File: src/rtl/ca_run_if.sv
// Bundle of host-side run controls and core-side drive/result signals.
// Latency: none, wires only.
// Backpressure: none; start/abort are level-sampled by the controller.
interface ca_run_if #(
  parameter int GEN_W = 16
);
  logic             start;
  logic             abort;
  logic [7:0]       rule_in;
  logic [7:0]       seed_in;
  logic [GEN_W-1:0] max_gens;
  logic             busy;
  logic             done;
  logic [7:0]       final_state;
  logic [GEN_W-1:0] gen_count;
  logic [1:0]       stop_reason;
  logic [7:0]       sim_rule;
  logic [7:0]       sim_state;
  logic             sim_load;
  logic [7:0]       sim_result;

  // Host plus core side: drives requests and the core result, observes the controller.
  modport master (
    output start, abort, rule_in, seed_in, max_gens, sim_result,
    input  busy, done, final_state, gen_count, stop_reason,
    input  sim_rule, sim_state, sim_load
  );

  // Controller side.
  modport slave (
    input  start, abort, rule_in, seed_in, max_gens, sim_result,
    output busy, done, final_state, gen_count, stop_reason,
    output sim_rule, sim_state, sim_load
  );
endinterface

File: src/rtl/ca_run_controller.sv
// Run controller: loads the 8-cell CA core, steps it, stops on limit/fixed/zero/abort.
// Latency: done pulses G+3 cycles after start is sampled, G = stopping generation.
// Backpressure: start ignored unless idle; abort ignored unless running.
module ca_run_controller #(
  parameter int GEN_W = 16
) (
  input logic    clk,
  input logic    rst,
  ca_run_if.slave bus
);

  typedef enum logic [1:0] {
    IDLE = 2'd0,
    LOAD = 2'd1,
    RUN  = 2'd2,
    DONE = 2'd3
  } state_t;

  localparam logic [1:0] STOP_LIMIT = 2'd0;
  localparam logic [1:0] STOP_FIXED = 2'd1;
  localparam logic [1:0] STOP_ZERO  = 2'd2;
  localparam logic [1:0] STOP_ABORT = 2'd3;

  state_t           state;
  logic [7:0]       rule_reg;
  logic [7:0]       seed_reg;
  logic [7:0]       prev_reg;
  logic [7:0]       final_reg;
  logic [GEN_W-1:0] max_reg;
  logic [GEN_W-1:0] gen;
  logic [GEN_W-1:0] gen_count_reg;
  logic [1:0]       reason_reg;
  logic             busy_reg;
  logic             done_reg;

  logic             stop_hit;
  logic [1:0]       stop_code;

  // Stop detection on the current core result, highest priority first.
  // gen never passes max_reg, so the equality test is a safe limit check
  // even at the all-ones budget.
  always_comb begin
    stop_hit  = 1'b0;
    stop_code = STOP_LIMIT;
    if (state == RUN) begin
      if (bus.abort) begin
        stop_hit  = 1'b1;
        stop_code = STOP_ABORT;
      end else if (bus.sim_result == 8'h00) begin
        stop_hit  = 1'b1;
        stop_code = STOP_ZERO;
      end else if ((gen != '0) && (bus.sim_result == prev_reg)) begin
        stop_hit  = 1'b1;
        stop_code = STOP_FIXED;
      end else if (gen == max_reg) begin
        stop_hit  = 1'b1;
        stop_code = STOP_LIMIT;
      end
    end
  end

  // Core drive: loading the current result back into the core freezes it, so
  // the core only advances in non-stop RUN cycles. Reset forces it to zero.
  assign bus.sim_load  = rst || (state != RUN) || stop_hit;
  assign bus.sim_state = rst            ? 8'h00 :
                         (state == LOAD) ? seed_reg :
                                           bus.sim_result;

  assign bus.sim_rule    = rule_reg;
  assign bus.busy        = busy_reg;
  assign bus.done        = done_reg;
  assign bus.final_state = final_reg;
  assign bus.gen_count   = gen_count_reg;
  assign bus.stop_reason = reason_reg;

  // Run sequencing with registered status and result outputs.
  always_ff @(posedge clk) begin
    if (rst) begin
      state         <= IDLE;
      rule_reg      <= 8'h00;
      seed_reg      <= 8'h00;
      prev_reg      <= 8'h00;
      final_reg     <= 8'h00;
      max_reg       <= '0;
      gen           <= '0;
      gen_count_reg <= '0;
      reason_reg    <= STOP_LIMIT;
      busy_reg      <= 1'b0;
      done_reg      <= 1'b0;
    end else begin
      case (state)
        IDLE: begin
          done_reg <= 1'b0;
          if (bus.start) begin
            rule_reg <= bus.rule_in;
            seed_reg <= bus.seed_in;
            max_reg  <= bus.max_gens;
            busy_reg <= 1'b1;
            state    <= LOAD;
          end
        end
        LOAD: begin
          gen   <= '0;
          state <= RUN;
        end
        RUN: begin
          prev_reg <= bus.sim_result;
          if (stop_hit) begin
            final_reg     <= bus.sim_result;
            gen_count_reg <= gen;
            reason_reg    <= stop_code;
            busy_reg      <= 1'b0;
            done_reg      <= 1'b1;
            state         <= DONE;
          end else begin
            gen <= gen + GEN_W'(1);
          end
        end
        DONE: begin
          done_reg <= 1'b0;
          state    <= IDLE;
        end
        default: begin
          state <= IDLE;
        end
      endcase
    end
  end

endmodule
File: src/flat_wrapper.sv
// flat-port wrapper written by rule: the top's interface ports become plain ports
module ca_run_controller_flat 
#(
  parameter int GEN_W = 16
)
  (clk, rst, bus_start, bus_abort, bus_rule_in, bus_seed_in, bus_max_gens, bus_sim_result, bus_busy, bus_done, bus_final_state, bus_gen_count, bus_stop_reason, bus_sim_rule, bus_sim_state, bus_sim_load);
  ca_run_if #(.GEN_W(GEN_W)) bus_i ();
  input logic clk;
  input logic rst;
  input wire logic [$bits(bus_i.start)-1:0] bus_start;
  input wire logic [$bits(bus_i.abort)-1:0] bus_abort;
  input wire logic [$bits(bus_i.rule_in)-1:0] bus_rule_in;
  input wire logic [$bits(bus_i.seed_in)-1:0] bus_seed_in;
  input wire logic [$bits(bus_i.max_gens)-1:0] bus_max_gens;
  input wire logic [$bits(bus_i.sim_result)-1:0] bus_sim_result;
  output wire logic [$bits(bus_i.busy)-1:0] bus_busy;
  output wire logic [$bits(bus_i.done)-1:0] bus_done;
  output wire logic [$bits(bus_i.final_state)-1:0] bus_final_state;
  output wire logic [$bits(bus_i.gen_count)-1:0] bus_gen_count;
  output wire logic [$bits(bus_i.stop_reason)-1:0] bus_stop_reason;
  output wire logic [$bits(bus_i.sim_rule)-1:0] bus_sim_rule;
  output wire logic [$bits(bus_i.sim_state)-1:0] bus_sim_state;
  output wire logic [$bits(bus_i.sim_load)-1:0] bus_sim_load;
  assign bus_i.start = bus_start;
  assign bus_i.abort = bus_abort;
  assign bus_i.rule_in = bus_rule_in;
  assign bus_i.seed_in = bus_seed_in;
  assign bus_i.max_gens = bus_max_gens;
  assign bus_i.sim_result = bus_sim_result;
  assign bus_busy = bus_i.busy;
  assign bus_done = bus_i.done;
  assign bus_final_state = bus_i.final_state;
  assign bus_gen_count = bus_i.gen_count;
  assign bus_stop_reason = bus_i.stop_reason;
  assign bus_sim_rule = bus_i.sim_rule;
  assign bus_sim_state = bus_i.sim_state;
  assign bus_sim_load = bus_i.sim_load;
  ca_run_controller #(.GEN_W(GEN_W)) u_core (.clk(clk), .rst(rst), .bus(bus_i));
endmodule
File: config.mk
export PLATFORM = sky130hd
export DESIGN_NAME = ca_run_controller_flat
export DESIGN_NICKNAME = d
export VERILOG_FILES = /design/src/rtl/ca_run_if.sv /design/src/rtl/ca_run_controller.sv /design/src/flat_wrapper.sv
export SDC_FILE = /design/constraint.sdc
export NUM_CORES = 1
export LEC_CHECK = 0
export ABC_CLOCK_PERIOD_IN_PS = 2200
export BUFFER_PORTS_ARGS = -buffer_cell sky130_fd_sc_hd__buf_2
export CORE_MARGIN = 1
export CORE_UTILIZATION = 54
export DETAILED_ROUTE_END_ITERATION = 8
export GPL_ROUTABILITY_DRIVEN = 1
export PLACE_DENSITY = 0.89
export SYNTH_ARGS = -nofsm -noshare
export SYNTH_HDL_FRONTEND = slang
export SYNTH_SLANG_ARGS = --single-unit
File: constraint.sdc
create_clock -name clk -period 2.2 [get_ports clk]
set_input_delay 0.44 -clock clk [delete_from_list [all_inputs] [get_ports clk]]
set_output_delay 0.44 -clock clk [all_outputs]
set_load 0.02 [all_outputs]
==> qor.txt, run 1 <==
outcome: complete, but fails checks
failing checks: negative setup slack
post-route setup TNS: -1.46 ns
FF-to-FF path depth: 10
Synth Net Count: 500
post-DR wirelength/cell: 16.0 µm
DR iter-0 viols: 355
Slew Limit Fails: 0
Syn Inst Count: 450
dpl cell area: 4620 µm²
Setup crit end kind: primary output
FF+latch count, synth: 86
Pre-Repair DR Iteration Count: 5
vias per inst: 5.48
placed wire-length estimate: 6930 µm
CP peak stage delay: 0.34 ns
final wirelength: 10700 µm
Final Power: 4.97 mW
crit-path most repeated cell: inv_2
CTS clk-pin slew, worst paths: 0.09 ns
sequential cell area fraction in the yosys report: 44.3%
Nets: 621
CP max FO: 2
Worst setup SP type: register
Post-Synthesis Cell Area: 3890 µm²
clock root buffer: clkbuf_8
CORE AREA: 6870 µm²
post-synthesis cell type count: 43
initial antenna violation count: 0
Chip Height: 86.8 µm
Tightest Pin Transition: 0.529 ns
Detail Route Antenna Nets: 0
Top Ports: 89
fin crit share: 108%
number of CTS-inserted buffers: 9
Crit Path Category: reg2out
syn avg cell area: 8.64 µm²
DRC: 0
CTS sink cnt: 86
P&R area growth vs syn: 32.2%
Max Buffers Root-to-Sink: 2
top_reg_cell synth: dfxtp_1
diodes inserted: 0
Synth Warn #: 0
gpl congestion: 0.865
peak supply drop: 0.000673 V
Power Dens Cells: 967 nW/µm²
Worst Hold Depth: 3
Post-synth ARST share: 0%
Reg2Reg Launch Point: u_core.gen[0]$_SDFFE_PP0P_
hold path startpoint: bus_rule_in[3]
Total GRT Usage: 27.3%
CTS tree: yes
RR Endpoint: u_core.gen[12]$_SDFFE_PP0P_
critical path arrival: 1.93 ns
PnR worst setup slack: -0.175 ns
die footprint: 7540 µm²
Clock Skews: 0.0110 ns
worst hold path type: in2reg
Slowest-stage cell, CP: dfxtp_2
Final setup viols: 32
post-layout instance area: 5140 µm²
vias in the first global route: 3506
number of flops mapped to enable cells by yosys: 0
# H-tree levels: 3
clk_lat worst skew: 0.36 ns
WP data required: 1.76 ns
Lkg Pwr: 2.33 nW
max_slew headroom: 64.6%
Max Fclk: 421 MHz
Fin. Hold Viols: 0
WHS Endpoint: u_core.bus.sim_rule[3]$_SDFFE_PP0P_
post-layout min period: 2.37 ns
RSZ-0062 raised after global routing: yes
Site Rows: 30
Worst R2R Setup Slack: -0.09 ns
total gr overflow: 0
Via Count: 3683
Die X: 86.8 µm
layout cell share with drive strength beyond 1: 34.2%
first-pass GRT wire length: 16100 µm
largest net degree at the start of global routing: 33
final core utilization: 74.8%
crit path cell chain: inv_2, ha_4, nor4b_4, nand4_1, nand3_2, nand3_4, nor2_4, inv_2, buf_6
Filler cells: 483
starting density of the core: 56.6%
maxcap violations: 0
# port buffers: 88
report_power, final:
part | total, mW | internal [mW] | switching [mW]
Combinational | 1.81 | 0.762 | 1.05
Sequential | 1.87 | 1.75 | 0.123
Clock | 1.29 | 0.679 | 0.609
timing repair:
action                                  4_1_cts  5_1_grt
buffers inserted                              2        6
pin swaps                                    10       13
hold buffers                                  0        0
gates resized for setup                      19       23
cloned                                        0        3
endpoints found under the setup margin       16       39
endpoints found under the hold margin         0        0
placed cells by master (no fill, tap or decap), types with 2 or more instances in the layout:
cell type and instances:
buf_2 87, nand2_1 81, dfxtp_1 78, buf_4 46, nor2_1 45, mux2i_1 42, a21oi_1 38, xor2_1 25
clkbuf_8 10, nand3_1 8, dfxtp_2 8, o21ai_0 7, nor4_2 6, nor3_1 6, inv_1 5, o211ai_1 5
and3_1 5, nand4_1 4, nand3_2 4, or4_4 4, or3_1 4, a21o_1 4, ha_1 4, inv_2 3
nor4_1 3, a21oi_2 3, a22o_1 3, buf_6 3, or2_2 2, or4_1 2, a211oi_1 2, inv_6 2
bufinv_16 2, clkbuf_16 2, buf_12 2
worst max path at each step:
stage	from	endpoint	slack, ns	depth (start not counted)
CTS	u_core.gen[1]$_SDFFE_PP0P_	bus_sim_load	-0.11	9
finish	u_core.gen[0]$_SDFFE_PP0P_	bus_sim_load	-0.17	9
detailed placement	bus_sim_result[5]	u_core.bus.gen_count[1]$_SDFFE_PP0P_	-0.09	9
floorplan	bus_sim_result[5]	bus_sim_load	0.06	7
global placement	bus_sim_result[5]	u_core.bus.final_state[4]$_SDFFE_PP0P_	-0.02	9
global route	u_core.gen[0]$_SDFFE_PP0P_	bus_sim_load	-0.23	9
metrics by stage:
| stage | setup WS [ns] | hold WS [ns] | std cells |
|---|---|---|---|
| 2_1_floorplan | 0.0633 | 0.436 | 450 |
| 3_3_place_gp | -0.0198 | 0.440 | 645 |
| 3_5_place_dp | -0.0888 | 0.445 | 645 |
| 4_1_cts | -0.108 | 0.295 | 663 |
| 5_1_grt | -0.232 | 0.288 | 672 |
| 6_report | -0.175 | 0.302 | 672 |
Yosys cell counts, types with 2 or more instances:
cell,n,area (µm²)
clkbuf_1,13,48.8
or2_2,2,12.5
buf_1,7,26.3
nor3_1,6,30.0
buf_8,2,30.0
or3_1,4,25.0
a21o_1,4,30.0
nand4_1,4,25.0
mux2i_1,43,430
nor4_1,9,56.3
ha_1,6,75.1
or4_1,6,45.0
o21ai_0,7,35.0
a211oi_1,2,15.0
buf_2,5,25.0
dfxtp_1,86,1720
nand2_1,81,304
a22o_1,3,26.3
nand3_1,12,60.1
xor2_1,25,219
buf_6,2,22.5
o211ai_1,5,37.5
a21oi_1,40,200
inv_1,8,30.0
and3_1,5,31.3
nor2_1,46,173
layer usage:
layer  up-vias  GRT usage (%)  wire length (µm)
li1       1770              -                 -
met1      1712           31.6              4300
met2       174           48.0              5430
met3        27           5.81               718
met4         0           12.6               269
met5         -              0                 0
final cells by class:
| class | instances | area, µm² | area share (%) |
|---|---|---|---|
| clock inverter | 6 | 91.3 | 1.78 |
| sequential | 86 | 1730 | 33.7 |
| inverter | 9 | 33.8 | 0.657 |
| tap | 96 | 120 | 2.34 |
| timing repair buffer | 140 | 905 | 17.6 |
| multi-input combinational | 325 | 2120 | 41.3 |
| clock buffer | 10 | 138 | 2.68 |
critical path: cells and delay by family (launching register included):
| kind | cells | cell delay, ns |
|---|---|---|
| flops | 1 | 0.34 |
| buf+inv | 3 | 0.22 |
| simple gates | 5 | 0.88 |
| fa+ha+maj | 1 | 0.14 |
cells by family after synthesis:
| logic type | after synthesis | share of synthesized area [%] |
|---|---|---|
| flops | 86 | 44.3 |
| fa+ha+maj | 6 | 1.93 |
| buf+inv | 39 | 4.99 |
| mux | 44 | 11.4 |
| compound gates | 68 | 10.6 |
| simple gates | 182 | 21.2 |
| xor+xnor | 25 | 5.63 |
No activity file was read; power rests on OpenSTA's default activity.
==> run 2: changes to the inputs <==
--- a/config.mk
+++ b/config.mk
@@ -6,8 +6,7 @@
 export NUM_CORES = 1
 export LEC_CHECK = 0
 export ABC_CLOCK_PERIOD_IN_PS = 2200
-export BUFFER_PORTS_ARGS = -buffer_cell sky130_fd_sc_hd__buf_2
-export CORE_MARGIN = 1
+export BUFFER_PORTS_ARGS = -buffer_cell sky130_fd_sc_hd__buf_4
 export CORE_UTILIZATION = 54
 export DETAILED_ROUTE_END_ITERATION = 8
 export GPL_ROUTABILITY_DRIVEN = 1
==> qor.txt, run 2 (synthesis results as in run 1) <==
Clock Skews: 0.00945 ns (-0.00158 ns)
first-pass GRT wire length: 16100 µm (+0.47%)
RR Endpoint: u_core.bus.gen_count[2]$_SDFFE_PP0P_
grt met1 use: 33.8% (+2.2 points)
Slowest-stage cell, CP: dfxtp_2
CP peak stage delay: 0.34 ns (about the same)
CP max FO: 2 (unchanged)
DR iter-0 viols: 225 (-37%)
starting density of the core: 56.6% (unchanged)
outcome: complete, but fails checks
commonest non-fill, non-tap cell in the layout: buf_4
Worst Hold Depth: 3 (unchanged)
grt peak-use layer: met2
largest net degree at the start of global routing: 39 (+18%)
Lkg Pwr: 2.27 nW (-2.9%)
die footprint: 7540 µm² (unchanged)
Max Buffers Root-to-Sink: 2 (unchanged)
Setup crit end kind: primary output
Final setup viols: 24 (-25%)
placed insts: 640 (-0.78%)
Nets: 613 (-1.3%)
worst hold path type: in2reg
Worst setup SP type: register
Pre-Repair DR Iteration Count: 4 (-1)
post-layout instance area: 5230 µm² (+1.7%)
maxcap violations: 0 (unchanged)
RSZ-0062 raised after global routing: yes
Slew Limit Fails: 0 (unchanged)
Top Ports: 89 (unchanged)
Detail Route Antenna Nets: 0 (unchanged)
CORE AREA: 6870 µm² (unchanged)
Finished Layout Cells: 664 (-1.2%)
Fin. Hold Viols: 0 (unchanged)
layout cell share with drive strength beyond 1: 31.9% (-2.3 points)
Worst R2R Setup Slack: -0.08 ns (about the same)
max_slew headroom: 74.0% (+9.3 points)
crit-path most repeated cell: inv_2
crit path cell chain: inv_2, ha_4, nor4b_4, nand4_1, nand3_2, nand3_4, nor2_4, inv_2, buf_6
# port buffers: 88 (unchanged)
placed wire-length estimate: 6960 µm (+0.50%)
P&R area growth vs syn: 34.5%
CTS clk-pin slew, worst paths: 0.09 ns (about the same)
Max Fclk: 429 MHz (+1.9%)
fin crit share: 106% (-2.0 points)
diodes inserted: 0 (unchanged)
dpl cell area: 4800 µm² (+4.0%)
Site Rows: 30 (unchanged)
Crit Path Category: reg2out
Chip Height: 86.8 µm (unchanged)
critical path arrival: 1.89 ns (-0.04 ns)
CTS sink cnt: 86 (unchanged)
Reg2Reg Launch Point: u_core.gen[7]$_SDFFE_PP0P_
WHS Endpoint: u_core.bus.sim_rule[4]$_SDFFE_PP0P_
area of the multi-input gates: 2100 µm² (-0.94%)
vias in the first global route: 3454 (-1.5%)
clk_lat worst skew: 0.36 ns (about the same)
number of CTS-inserted buffers: 9 (unchanged)
gpl congestion: 0.984 (+14%)
Filler cells: 459 (-5.0%)
hold path startpoint: bus_rule_in[4]
Total GRT Usage: 28.0% (+0.69 points)
peak supply drop: 0.000746 V (+11%)
Place WS: -0.0636 ns (+0.0252 ns)
Tightest Pin Transition: 0.387 ns (-0.141 ns)
sequential share of power: 38.5% (+0.9 points)
post-layout min period: 2.33 ns (-0.0433 ns)
post-DR wirelength/cell: 15.9 µm (-0.62%)
Internal Dissipation: 3.10 mW (-2.8%)
CTS tree: yes
PnR worst setup slack: -0.131 ns (+0.0433 ns)
Comb power frac: 38.6% (+2.1 points)
failing checks: negative setup slack
fraction of power spent switching nets: 36.6% (+0.73 points)
met3 GRT Util: 6.76% (+0.95 points)
DRC: 0 (unchanged)
total gr overflow: 0 (unchanged)
Die X: 86.8 µm (unchanged)
clock root buffer: clkbuf_8
Via Count: 3669 (-0.38%)
final wirelength: 10500 µm (-1.8%)
# H-tree levels: 3 (unchanged)
met2 usage: 45.5% (-2.5 points)
Power Dens Cells: 935 nW/µm² (-3.3%)
vias per inst: 5.53 (+0.82%)
FF-to-FF path depth: 8 (-2)
initial antenna violation count: 0 (unchanged)
Reg area: 1740 µm² (+0.22%)
Net Sw Power: 1.79 mW (+0.33%)
commonest cells after routing, fill and taps aside: buf_4, nand2_1, dfxtp_1, nor2_1, mux2i_1
clock network fraction of total power: 22.9% (-3.0 points)
final core utilization: 76.1% (+1.3 points)
WP data required: 1.76 ns (about the same)
-- run 2: changes by cell type in the layout (fill, tap and decap cells not counted), moves of 3 or more --
cell / delta
nand3_1: +3
nand3_2: -3
or4_4: -4
clkinvlp_4: +4
buf_4: +81
or4_1: +4
buf_2: -87
-- run 2: layout make-up --
cell class | instances | area share [%]
Clock buffer | 9 | 2.37
Clock inverter | 7 | 1.41
Timing Repair Buffer | 132 | 19.9
Inverter | 9 | 0.646
Sequential cell | 86 | 33.2
Multi-Input combinational cell | 325 | 40.2
Tap cell | 96 | 2.30
-- run 2: per-stage QoR --
step | total power, mW | TNS [ns] | hold slack [ns]
after floorplan | 3.01 | 0 | 0.436
after global placement | 3.49 | 0 | 0.443
after detailed placement | 3.56 | -0.682 | 0.448
after CTS | 4.74 | -0.0728 | 0.315
after global routing | 5.14 | -5.09 | 0.309
final | 4.89 | -0.628 | 0.325
-- run 2: critical path: cells and delay by family, from the launching register on --
| kind | cells | cell delay, ns |
|---|---|---|
| buffers and inverters | 3 | 0.22 |
| flip-flops | 1 | 0.34 |
| adder cells (fa/ha/maj) | 1 | 0.12 |
| AND/OR/NAND/NOR | 5 | 0.84 |
-- run 2: repair_timing --
action / 4_1_cts / 5_1_grt
hold buffers: 0 / 0
gates resized for setup: 16 / 19
buffers inserted: 4 / 2
pin swaps: 9 / 6
cloned: 0 / 2
endpoints found under the setup margin: 26 / 38
-- run 2: power groups by stage --
stage	clock network, mW	logic, mW	registers, mW
2_1_floorplan	0	1.06	1.95
3_3_place_gp	0	1.59	1.90
3_5_place_dp	0	1.66	1.91
4_1_cts	1.12	1.75	1.87
5_1_grt	1.20	2.04	1.90
6_report	1.12	1.89	1.88
-- run 2: how the worst max path moves through the flow --
stage | slack (ns) | cells past startpoint | endpoint | startpoint
final | -0.13 | 9 | bus_sim_load | u_core.gen[1]$_SDFFE_PP0P_
after global routing | -0.26 | 7 | bus_sim_load | u_core.gen[7]$_SDFFE_PP0P_
after CTS | -0.07 | 8 | bus_sim_load | u_core.gen[10]$_SDFFE_PP0P_
after detailed placement | -0.06 | 10 | u_core.bus.gen_count[6]$_SDFFE_PP0P_ | bus_sim_result[5]
after global placement | 0.02 | 7 | bus_sim_load | u_core.gen[14]$_SDFFE_PP0P_
after floorplan | 0.06 | 7 | bus_sim_load | bus_sim_result[5]
-- run 2: metal layers --
metal	part of all wire, %	up-vias
met3	5.9	34
met4	3.6	0
met1	41	1711
met5	0	-
met2	49	162
li1	-	1762
==> run 3: changes to the inputs <==
--- a/config.mk
+++ b/config.mk
@@ -7,6 +7,7 @@
 export LEC_CHECK = 0
 export ABC_CLOCK_PERIOD_IN_PS = 2200
 export BUFFER_PORTS_ARGS = -buffer_cell sky130_fd_sc_hd__buf_4
+export CORE_ASPECT_RATIO = 1.4
 export CORE_UTILIZATION = 54
 export DETAILED_ROUTE_END_ITERATION = 8
 export GPL_ROUTABILITY_DRIVEN = 1
==> qor.txt, run 3 (synthesis results as in run 1) <==
DR iter-0 viols: 260 (+16%)
clock root buffer: clkbuf_8
Chip Height: 102 µm (+18%)
crit-path most repeated cell: inv_2
maxcap violations: 0 (unchanged)
Die X: 73.7 µm (-15%)
final wirelength: 11600 µm (+10%)
placed wire-length estimate: 7270 µm (+4.5%)
die footprint: 7550 µm² (about the same)
Slowest-stage cell, CP: dfxtp_1
number of CTS-inserted buffers: 9 (unchanged)
CP peak stage delay: 0.34 ns (about the same)
starting density of the core: 55.7% (-0.91 points)
met2 usage: 51.9% (+6.5 points)
met3 GRT Util: 7.59% (+0.83 points)
CTS sink cnt: 86 (unchanged)
Pre-Repair DR Iteration Count: 5 (+1)
failing checks: negative setup slack
Lkg Pwr: 2.32 nW (+2.4%)
Power Dens Cells: 940 nW/µm² (+0.48%)
Final Power: 5.01 mW (+2.5%)
Worst setup SP type: register
post-layout min period: 2.33 ns (-0.00364 ns)
critical path arrival: 1.89 ns (about the same)
Top Ports: 89 (unchanged)
outcome: complete, but fails checks
Filler cells: 425 (-7.4%)
CTS tree: yes
Total GRT Usage: 29.1% (+1.1 points)
Crit Path Category: reg2out
grt met1 use: 29.5% (-4.3 points)
Finished Layout Cells: 669 (+0.75%)
commonest cells after routing, fill and taps aside: buf_4, nand2_1, dfxtp_1, nor2_1, mux2i_1
vias in the first global route: 3645 (+5.5%)
CP Buf/Inv Count: 3 (unchanged)
crit path cell chain: inv_2, ha_4, nor4b_4, nand4_1, nand3_2, nand3_4, nor2_4, inv_2, buf_6
commonest non-fill, non-tap cell in the layout: buf_4
placed insts: 642 (+0.31%)
grt peak-use layer: met2
layout cell share with drive strength beyond 1: 34.1% (+2.3 points)
largest net degree at the start of global routing: 33 (-15%)
gpl congestion: 0.873 (-11%)
CP max FO: 2 (unchanged)
DRC: 0 (unchanged)
diodes inserted: 0 (unchanged)
# port buffers: 88 (unchanged)
PnR worst setup slack: -0.128 ns (+0.00364 ns)
Detail Route Antenna Nets: 0 (unchanged)
Nets: 619 (+0.98%)
max_slew headroom: 67.3% (-6.7 points)
Setup crit end kind: primary output
post-layout instance area: 5340 µm² (+2.0%)
initial antenna violation count: 0 (unchanged)
Final setup viols: 10 (-58%)
dpl cell area: 4810 µm² (+0.18%)
Clock Skews: 0.0151 ns (+0.00560 ns)
Slew Limit Fails: 0 (unchanged)
vias per inst: 5.77 (+4.4%)
WP data required: 1.76 ns (about the same)
post-DR wirelength/cell: 17.3 µm (+9.3%)
CORE AREA: 6980 µm² (+1.6%)
worst hold path type: in2reg
clk_lat worst skew: 0.37 ns (about the same)
Tightest Pin Transition: 0.489 ns (+0.101 ns)
Max Buffers Root-to-Sink: 2 (unchanged)
CTS clk-pin slew, worst paths: 0.09 ns (about the same)
hold_buf cts: 0 (unchanged)
first-pass GRT wire length: 16500 µm (+2.0%)
Via Count: 3860 (+5.2%)
Top delay family on crit path: simple AND/OR/NAND/NOR gates
fin crit share: 106% (-0.17 points)
total gr overflow: 0 (unchanged)
peak supply drop: 0.000883 V (+18%)
Max Fclk: 430 MHz (+0.16%)
# H-tree levels: 3 (unchanged)
Site Rows: 36 (+20%)
Fin. Hold Viols: 0 (unchanged)
P&R area growth vs syn: 37.2%
RSZ-0062 raised after global routing: yes
## run 3: timing repair
action                                  4_1_cts  5_1_grt
setup buffers                                 2        6
gates resized for setup                      21       27
endpoints found under the setup margin       20       44
pin swaps                                     8        8
cloned                                        0        3
## run 3: worst reg2reg max path, cell delays in order (launching register included)
cell	delay (ns)
dfxtp_1	0.34
inv_2	0.08
ha_4	0.12
nor4b_4	0.18
nand4_1	0.23
nand3_2	0.17
nand3_4	0.10
buf_4	0.17
buf_4	0.16
or4_4	0.52
a21oi_2	0.14
## run 3: metrics by stage
stage	hold slack [ns]	worst slack [ns]	setup TNS (ns)	util, %
floorplan	0.436	0.0633	0	-
global placement	0.443	0.0134	0	68.9
detailed placement	0.452	-0.0356	-0.124	68.9
CTS	0.304	-0.0710	-0.0710	73.2
global route	0.306	-0.220	-1.60	76.4
finish	0.311	-0.128	-0.380	76.4
## run 3: metal layers
metal | wire length, µm | up-vias
met1 | 4120 | 1844
li1 | - | 1769
met5 | 0 | -
met3 | 697 | 51
met2 | 6230 | 196
met4 | 535 | 0
## run 3: power by group
part / total, mW / internal, mW / switching, mW / leakage [nW]
sequential: 1.88 / 1.75 / 0.135 / 0.703
combinational: 1.99 / 0.887 / 1.10 / 1.52
clock: 1.14 / 0.556 / 0.585 / 0.0955
total: 5.01 / 3.19 / 1.82 / 2.32
## run 3: final timing paths
path | start | to | slack [ns] | cells past startpoint
max | u_core.gen[0]$_SDFFE_PP0P_ | bus_sim_load | -0.13 | 9
min | bus_seed_in[6] | u_core.seed_reg[6]$_SDFFE_PP0P_ | 0.31 | 3
max reg2reg | u_core.gen[0]$_SDFFE_PP0P_ | u_core.gen[12]$_SDFFE_PP0P_ | -0.07 | 10
min reg2reg | u_core.bus.sim_rule[0]$_SDFFE_PP0P_ | u_core.bus.sim_rule[0]$_SDFFE_PP0P_ | 0.46 | 2
## run 3: area by class of cell
cell class              count  area, µm²  area share (%)
inverters                   9       33.8           0.633
multi-input cells         325       2140            40.1
clock buffers              11        141            2.65
flip-flops and latches     86       1730            32.5
repair buffers            138       1110            20.7
clock inverters             5       58.8            1.10
well taps                  95        119            2.23
